$ cat config.mk
export PLATFORM = sky130hd
export DESIGN_NAME = fetcher
export DESIGN_NICKNAME = d
export VERILOG_FILES = /design/src/rtl/fetcher.sv
export SDC_FILE = /design/constraint.sdc
export NUM_CORES = 1
export LEC_CHECK = 0
export BUFFER_PORTS_ARGS = -buffer_cell sky130_fd_sc_hd__buf_2
export CAP_MARGIN = 30
export CORE_AREA = 2 2 130 132
export CTS_CLUSTER_DIAMETER = 100
export DETAILED_ROUTE_END_ITERATION = 10
export DIE_AREA = 0 0 132 134
export PLACE_DENSITY = 0.53
export SLEW_MARGIN = 20
export SYNTH_ARGS = -nofsm -noshare
export SYNTH_HDL_FRONTEND = slang
export SYNTH_SLANG_ARGS = --single-unit
$ cat constraint.sdc
create_clock -name clk -period 4.1 [get_ports clk]
set_input_delay 0.205 -clock clk [delete_from_list [all_inputs] [get_ports clk]]
set_output_delay 0.205 -clock clk [all_outputs]
set_load 0.02 [all_outputs]
$ cat src/rtl/fetcher.sv
// Instruction fetch stage: direct-mapped instruction buffer in front of a
// valid/ready program-memory read channel, one 16-bit instruction per fetch.
module fetcher #(
  parameter int unsigned PROGRAM_MEM_ADDR_BITS = 8,
  parameter int unsigned PROGRAM_MEM_DATA_BITS = 16,
  parameter int unsigned CACHE_LINES           = 4
) (
  input  logic                             clk,
  input  logic                             reset,
  input  logic                             enable,
  input  logic [2:0]                       core_state,
  input  logic [PROGRAM_MEM_ADDR_BITS-1:0] current_pc,
  input  logic                             invalidate,
  output logic                             mem_read_valid,
  output logic [PROGRAM_MEM_ADDR_BITS-1:0] mem_read_address,
  input  logic                             mem_read_ready,
  input  logic [PROGRAM_MEM_DATA_BITS-1:0] mem_read_data,
  output logic [2:0]                       fetcher_state,
  output logic [PROGRAM_MEM_DATA_BITS-1:0] instruction,
  output logic                             cache_hit
);

  localparam int unsigned ADDR_W = PROGRAM_MEM_ADDR_BITS;
  localparam int unsigned DATA_W = PROGRAM_MEM_DATA_BITS;
  localparam int unsigned IDX_W  = $clog2(CACHE_LINES);
  localparam int unsigned TAG_W  = ADDR_W - IDX_W;

  localparam logic [2:0] CORE_FETCH  = 3'b001;
  localparam logic [2:0] CORE_DECODE = 3'b010;

  typedef enum logic [2:0] {
    S_IDLE     = 3'b000,
    S_FETCHING = 3'b001,
    S_FETCHED  = 3'b010
  } state_t;

  state_t                  r_state;
  logic                    r_mem_valid;
  logic [ADDR_W-1:0]       r_addr;
  logic [DATA_W-1:0]       r_instr;
  logic                    r_hit;
  logic [CACHE_LINES-1:0]  r_line_valid;
  logic [TAG_W-1:0]        r_line_tag  [CACHE_LINES];
  logic [DATA_W-1:0]       r_line_data [CACHE_LINES];

  logic [IDX_W-1:0]        w_idx;
  logic [TAG_W-1:0]        w_tag;
  logic [IDX_W-1:0]        w_fill_idx;
  logic [TAG_W-1:0]        w_fill_tag;
  logic                    w_hit;

  // Lookup uses the live PC; fills use the address latched at request time.
  assign w_idx      = current_pc[IDX_W-1:0];
  assign w_tag      = current_pc[ADDR_W-1:IDX_W];
  assign w_fill_idx = r_addr[IDX_W-1:0];
  assign w_fill_tag = r_addr[ADDR_W-1:IDX_W];
  assign w_hit      = r_line_valid[w_idx] && (r_line_tag[w_idx] == w_tag) && !invalidate;

  always_ff @(posedge clk or negedge reset) begin
    if (!reset) begin
      r_state      <= S_IDLE;
      r_mem_valid  <= 1'b0;
      r_addr       <= '0;
      r_instr      <= '0;
      r_hit        <= 1'b0;
      r_line_valid <= '0;
      for (int i = 0; i < int'(CACHE_LINES); i++) begin
        r_line_tag[i]  <= '0;
        r_line_data[i] <= '0;
      end
    end else begin
      r_hit <= 1'b0;
      case (r_state)
        S_IDLE: begin
          if (enable && (core_state == CORE_FETCH)) begin
            if (w_hit) begin
              r_instr <= r_line_data[w_idx];
              r_hit   <= 1'b1;
              r_state <= S_FETCHED;
            end else begin
              r_mem_valid <= 1'b1;
              r_addr      <= current_pc;
              r_state     <= S_FETCHING;
            end
          end
        end
        S_FETCHING: begin
          if (mem_read_ready) begin
            r_instr                  <= mem_read_data;
            r_mem_valid              <= 1'b0;
            r_line_valid[w_fill_idx] <= 1'b1;
            r_line_tag[w_fill_idx]   <= w_fill_tag;
            r_line_data[w_fill_idx]  <= mem_read_data;
            r_state                  <= S_FETCHED;
          end
        end
        S_FETCHED: begin
          if (core_state == CORE_DECODE) begin
            r_state <= S_IDLE;
          end
        end
        default: r_state <= S_IDLE;
      endcase
      // Placed last so a coincident fill is not left valid.
      if (invalidate) begin
        r_line_valid <= '0;
      end
    end
  end

  assign mem_read_valid   = r_mem_valid;
  assign mem_read_address = r_addr;
  assign fetcher_state    = r_state;
  assign instruction      = r_instr;
  assign cache_hit        = r_hit;

endmodule

======== Word-level counts from Yosys, hierarchy flattened ========
Cells that the tools add are included.
operators by class
  order comparisons ....................... 6
  eq/ne operators ......................... 10
  multiplexer cells ....................... 35
  bitwise gates (word level) .............. 4
  reductions and logical operators ........ 16
operators with widths
  cell                  count
  $mux W16              6
  $bwmux W64            1
  $bmux W16 S2          1
  $demux W16 S2         1
  $pmux W16 S2          1
  $bwmux W24            1
  $mux W6               3
  $bmux W6 S2           1
  $demux W6 S2          1
  $mux W4               3
  $ne A2 B2 Y1 const B  5
  $mux W3               3
  $pmux W3 S3           1
  $mux W1               8
  $reduce_and A4 Y1     2
  $eq A3 B1 Y1 const B  2
  $eq A3 B2 Y1 const B  2
  $eq A6 B6 Y1          1
  $ge A3 B3 Y1 const B  2
  $lt A2 B3 Y1 const B  2
  $not A2 Y3            2
  $reduce_and A3 Y1     2
  $reduce_bool A2 Y1    3
  $logic_and A1 B1 Y1   5
  11 further kinds      12
storage, ports and cells
  register bits ........................... 121
  input port bits ......................... 32
  output and inout bits ................... 29
  logic and storage cells ................. 85

======== Depth between registers and ports, before layout ========
  word-level depth ........................ 10
  mapped depth ............................ 9
  gate-level depth less buffers ........... 6

======== Least setup slack after synthesis ========
No wires, ideal clock.
  path type ............................... register -> register
  from .................................... register r_state[1], in the netlist fetcher_state[1]
  to ...................................... register r_line_data[59] (netlist bit)
  setup time .............................. 125 ps
  arrival ................................. 2054 ps
  data required time ...................... 3975 ps
  path slack .............................. 1921 ps
  stages on the path, launching flop included .. 7
  buffers on the path ..................... 2
  clock period less this slack ............ 2179 ps
  cells stage by stage .................... dfrtp_1 > nand2b_1 > or2_2 > buf_2 > nor3_1 > buf_2 > mux2_2
between the ends
  word-level cells in the longest chain between the ends .. 2
ends and longest elaborated chain
  item                                RTL line  source
  start, declared                     37        state_t r_state;
  start signal, assigned              61        r_state <= S_IDLE;
  start signal, assigned              79        r_state <= S_FETCHED;
  start signal, assigned              83        r_state <= S_FETCHING;
  $eq A3 B1 Y1                        73        case (r_state)
  $reduce_and A2 Y1 (no source line)  -
  end signal, assigned by index       93        r_line_data[w_fill_idx] <= mem_read_data;
  end, declared                       44        logic [DATA_W-1:0] r_line_data [CACHE_LINES];
No other way between the ends.
A chain may end at the register's enable or synchronous reset.

======== Final worst setup path ========
  from .................................... register r_state[1], in the netlist fetcher_state[1]
  to ...................................... register r_instr[7], in the netlist instruction[7]
between the ends
  word-level cells in the longest chain between the ends .. 3
  elaborated cells between the ends (all ways) .. 8
  those cells by class .................... eq/ne (4); mux (1); reduce/logical (3)
ends and longest elaborated chain
  item                                                                 RTL line  source
  $eq A3 B1 Y1 or $logic_not A3 Y1 (tied branches)                     73
  $ne A2 B2 Y1 (no source line) or $reduce_bool A2 Y1 (tied branches)  -
  $reduce_and A4 Y1 (no source line)                                   -
  end signal, assigned                                                 77        r_instr <= r_line_data[w_idx];
  end signal, assigned                                                 89        r_instr <= mem_read_data;
  end, declared                                                        40        logic [DATA_W-1:0] r_instr;
Several ways; a longest one is shown, not always the timed one.

==> results.py <==
metrics = {
    "clock_tree": {
        "clk_latency_ns": 0.41,
        "cts.sinks": 120,
        "cts_max_path_buffers": 2,
        "cts_setup_buffers": 0,
        "clkSlewWorstSetupHoldPaths_ns": 0.05,
        "numCtsBuffers": 17,
        "h-tree-depth": 4,
        "tritoncts": "built",
        "ctsResizeCount": 0,
        "root_buffer": "clkbuf_16",
    },
    "global_routing": {
        "grtUsageTotal_pct": 15.65,
        "grt_start_max_net_pins": 56,
        "grt_pass1_vias": 3863,
        "antenna_found_initial": 0,
        "grt.overflow.total": 0,
        "grt_pass1_wl_mm": 21.18,
    },
    "timing": {
        "fin_skew_ns": 0.007559,
        "layout_min_cycle_time_ns": 2.801,
        "timing.fmax_mhz": 357.0,
        "min_period_over_period_pct": 68.32,
        "hold_slack_ns": 0.02530,
        "rsz0062_at_grt": "false",
        "maxSlewHeadroom_pct": 37.75,
        "worst_pin_slew_ns": 0.9338,
        "maxSlewViolCount": 0,
        "fin_setup_tns_ns": 0,
        "setup_viol": 0,
        "hold_viol": 0,
    },
    "setup_path": {
        "start_kind": "flop",
        "cp.required_ns": 4.43,
        "timing.rr.end": "instruction[7]",
        "cp_num_cells": 6,
        "crit_buf_inv": 0,
        "crit_path_end_kind": "flop",
        "r2r_start": "fetcher_state[1]",
        "r2r_slack_ns": 1.30,
        "ff2ff_path_depth": 6,
        "worstPathCellList": "nand2b_1 -> or2_2 -> nand2_1 -> o22ai_1 -> or4_1 -> o21ai_1",
        "critical_path.max_fanout": 36,
        "arrival_ns": 3.13,
        "crit_slowest_cell": "nand2_1",
        "critPathKind": "flop to flop",
        "critical-path-max-stage-delay_ns": 0.69,
        "path_delay_family": "simple AND/OR/NAND/NOR gates",
    },
    "drt": {
        "drt_iter0_drc": 146,
        "routedWlPerCell_um": 18.36,
        "drtPass1Iterations": 4,
        "ant_nets": 0,
        "wirelength_mm": 12.80,
        "vias": 3586,
        "drc": 0,
        "viasPerCell": 5.145,
    },
    "die": {
        "fp.coreArea_um2": 16290,
        "start_util_pct": 34.18,
        "io_pins": 61,
        "rows": 47,
        "die_x_um": 132,
        "die_height_um": 134,
        "design.die.area_um2": 17690,
    },
    "final_layout": {
        "drive_gt1_share_pct": 44.44,
        "nFillCells": 1549,
        "antenna_cells": 0,
        "nets": 498,
        "syn_to_final_growth_pct": 19.17,
        "final_util_pct": 40.73,
        "seq_area_um2": 3003,
        "multi_input_area_um2": 2422,
    },
    "placement": {
        "gp_congestion": 0.7189,
        "io_buffers": 59,
        "detailed_place_hpwl_mm": 8.211,
    },
    "power_and_ir_drop": {
        "power_density_nw_per_um2": 617.9,
        "peakVddDrop_uv": 310.7,
        "power.leakage_uw": 0.003092,
    },
    "worst_hold_path": {
        "worstHoldStart": "mem_read_ready",
        "hold-path-cell-count": 2,
        "min_path_type": "primary input to flop",
        "holdPathEnd": "fetcher_state[0]",
    },
    "yosys": {
        "synthTopCellsByArea": "dfrtp_1 54%, mux2_2 19%, mux4_2 6.9%",
        "synthTopCellsByCount": "120 x dfrtp_1, 96 x mux2_2, 26 x mux2i_1",
        "synth_area_um2": 5568,
        "ys_types": 35,
        "synth_edf_count": 0,
        "avgSynthCellArea_um2": 13.82,
        "synth_seq_cells": 120,
        "ys_seq_area_share_pct": 53.93,
        "ys.flop_type": "dfrtp_1",
        "async_reset_ff_share_pct": 100.0,
        "yosys_warnings": 0,
        "synth_top_area_share_pct": 53.93,
        "yosys.area.top_type": "dfrtp_1",
        "synth_most_common_cell": "dfrtp_1",
        "synth_cells": 403,
        "syn_nets": 435,
    },
    "outcome": {
        "status": "finished clean",
    },
    "job": {
        "drv_cap": 0,
    },
}
-- repair_timing --
| item | 4_1_cts | 5_1_grt |
|---|---|---|
| endpoints found under the hold margin | 53 | 0 |
| setup endpoints to repair | 0 | 0 |
| hold buffers | 1 | 0 |
-- placed cells by master, fill, tap and decap left out, types with 2 or more instances in the layout --
| cell type | netlist | routed |
|---|---|---|
| nor2_1 | 25 | 24 |
| buf_2 | 7 | 58 |
| o21ai_0 | 8 | 8 |
| mux2i_1 | 26 | 26 |
| nand2_1 | 5 | 5 |
| xnor2_1 | 7 | 7 |
| a21oi_1 | 5 | 5 |
| inv_1 | 6 | 6 |
| clkbuf_16 | 0 | 17 |
| xor2_1 | 5 | 5 |
| o22ai_1 | 16 | 16 |
| o21ai_1 | 9 | 9 |
| or4_1 | 16 | 16 |
| clkbuf_8 | 0 | 2 |
| clkinv_2 | 0 | 3 |
| mux4_2 | 17 | 17 |
| mux2_2 | 96 | 96 |
| clkbuf_1 | 9 | 7 |
| buf_4 | 1 | 9 |
| dfrtp_1 | 120 | 120 |
-- through the flow --
stage	area, µm²	power, µW	cells	worst slack [ns]
detailed placement	6101	2796	666	0.9165
CTS	6635	4144	697	1.322
finish	6635	4100	697	1.299
floorplan	5568	2491	403	1.921
global route	6635	4342	697	1.106
global placement	6101	2752	666	0.9945
-- kinds of logic (layout without fill, tap and decap cells) --
| family | Yosys count | after routing | share of synthesized area (%) |
|---|---|---|---|
| flip-flops | 120 | 120 | 53.93 |
| AO/OA/AOI/OAI | 44 | 44 | 4.831 |
| AND/OR/NAND/NOR | 56 | 56 | 5.439 |
| other | 1 | 1 | 0.06735 |
| XOR/XNOR | 12 | 12 | 1.888 |
| multiplexers | 139 | 139 | 30.97 |
| buffers and inverters | 31 | 105 | 2.876 |
-- worst max path at each step --
stage	to	from
4_1_cts	instruction[7]	fetcher_state[1]
6_report	instruction[7]	fetcher_state[1]
2_1_floorplan	r_line_data[59]	fetcher_state[1]
5_1_grt	instruction[2]	fetcher_state[1]
3_5_place_dp	mem_read_address[3]	current_pc[1]
3_3_place_gp	mem_read_address[1]	current_pc[1]
-- registers in the layout, summed over array words and instances (netlist names) --
register / count
fetcher_state: 2
cache_hit: 1
r_line_data: 64
mem_read_address: 8
mem_read_valid: 1
r_line_tag: 24
instruction: 16
r_line_valid: 4
-- routing by layer --
| metal | global-route usage [%] | wire length, µm | part of all wire [%] |
|---|---|---|---|
| met1 | 20.73 | 6059 | 47 |
| met2 | 25.00 | 6101 | 48 |
| met3 | 4.271 | 505 | 3.9 |
| met4 | 5.193 | 131 | 1.0 |
| met5 | 0 | 0 | 0 |
-- report_power, final --
| part | switching (µW) | internal (µW) | leakage, µW |
|---|---|---|---|
| Sequential | 240 | 1590 | 0.00154 |
| Combinational | 412 | 526 | 0.00129 |
| Clock | 479 | 854 | 0.000258 |
-- cell type report --
type | count | share of cell area [%]
tap | 220 | 4.149
sequential | 120 | 45.26
timing repair buffer | 69 | 5.846
inverter | 6 | 0.3394
clock inverter | 4 | 0.6789
multi-input combinational | 252 | 36.51
clock buffer | 26 | 7.222
Power figures use the tool's default switching activity.
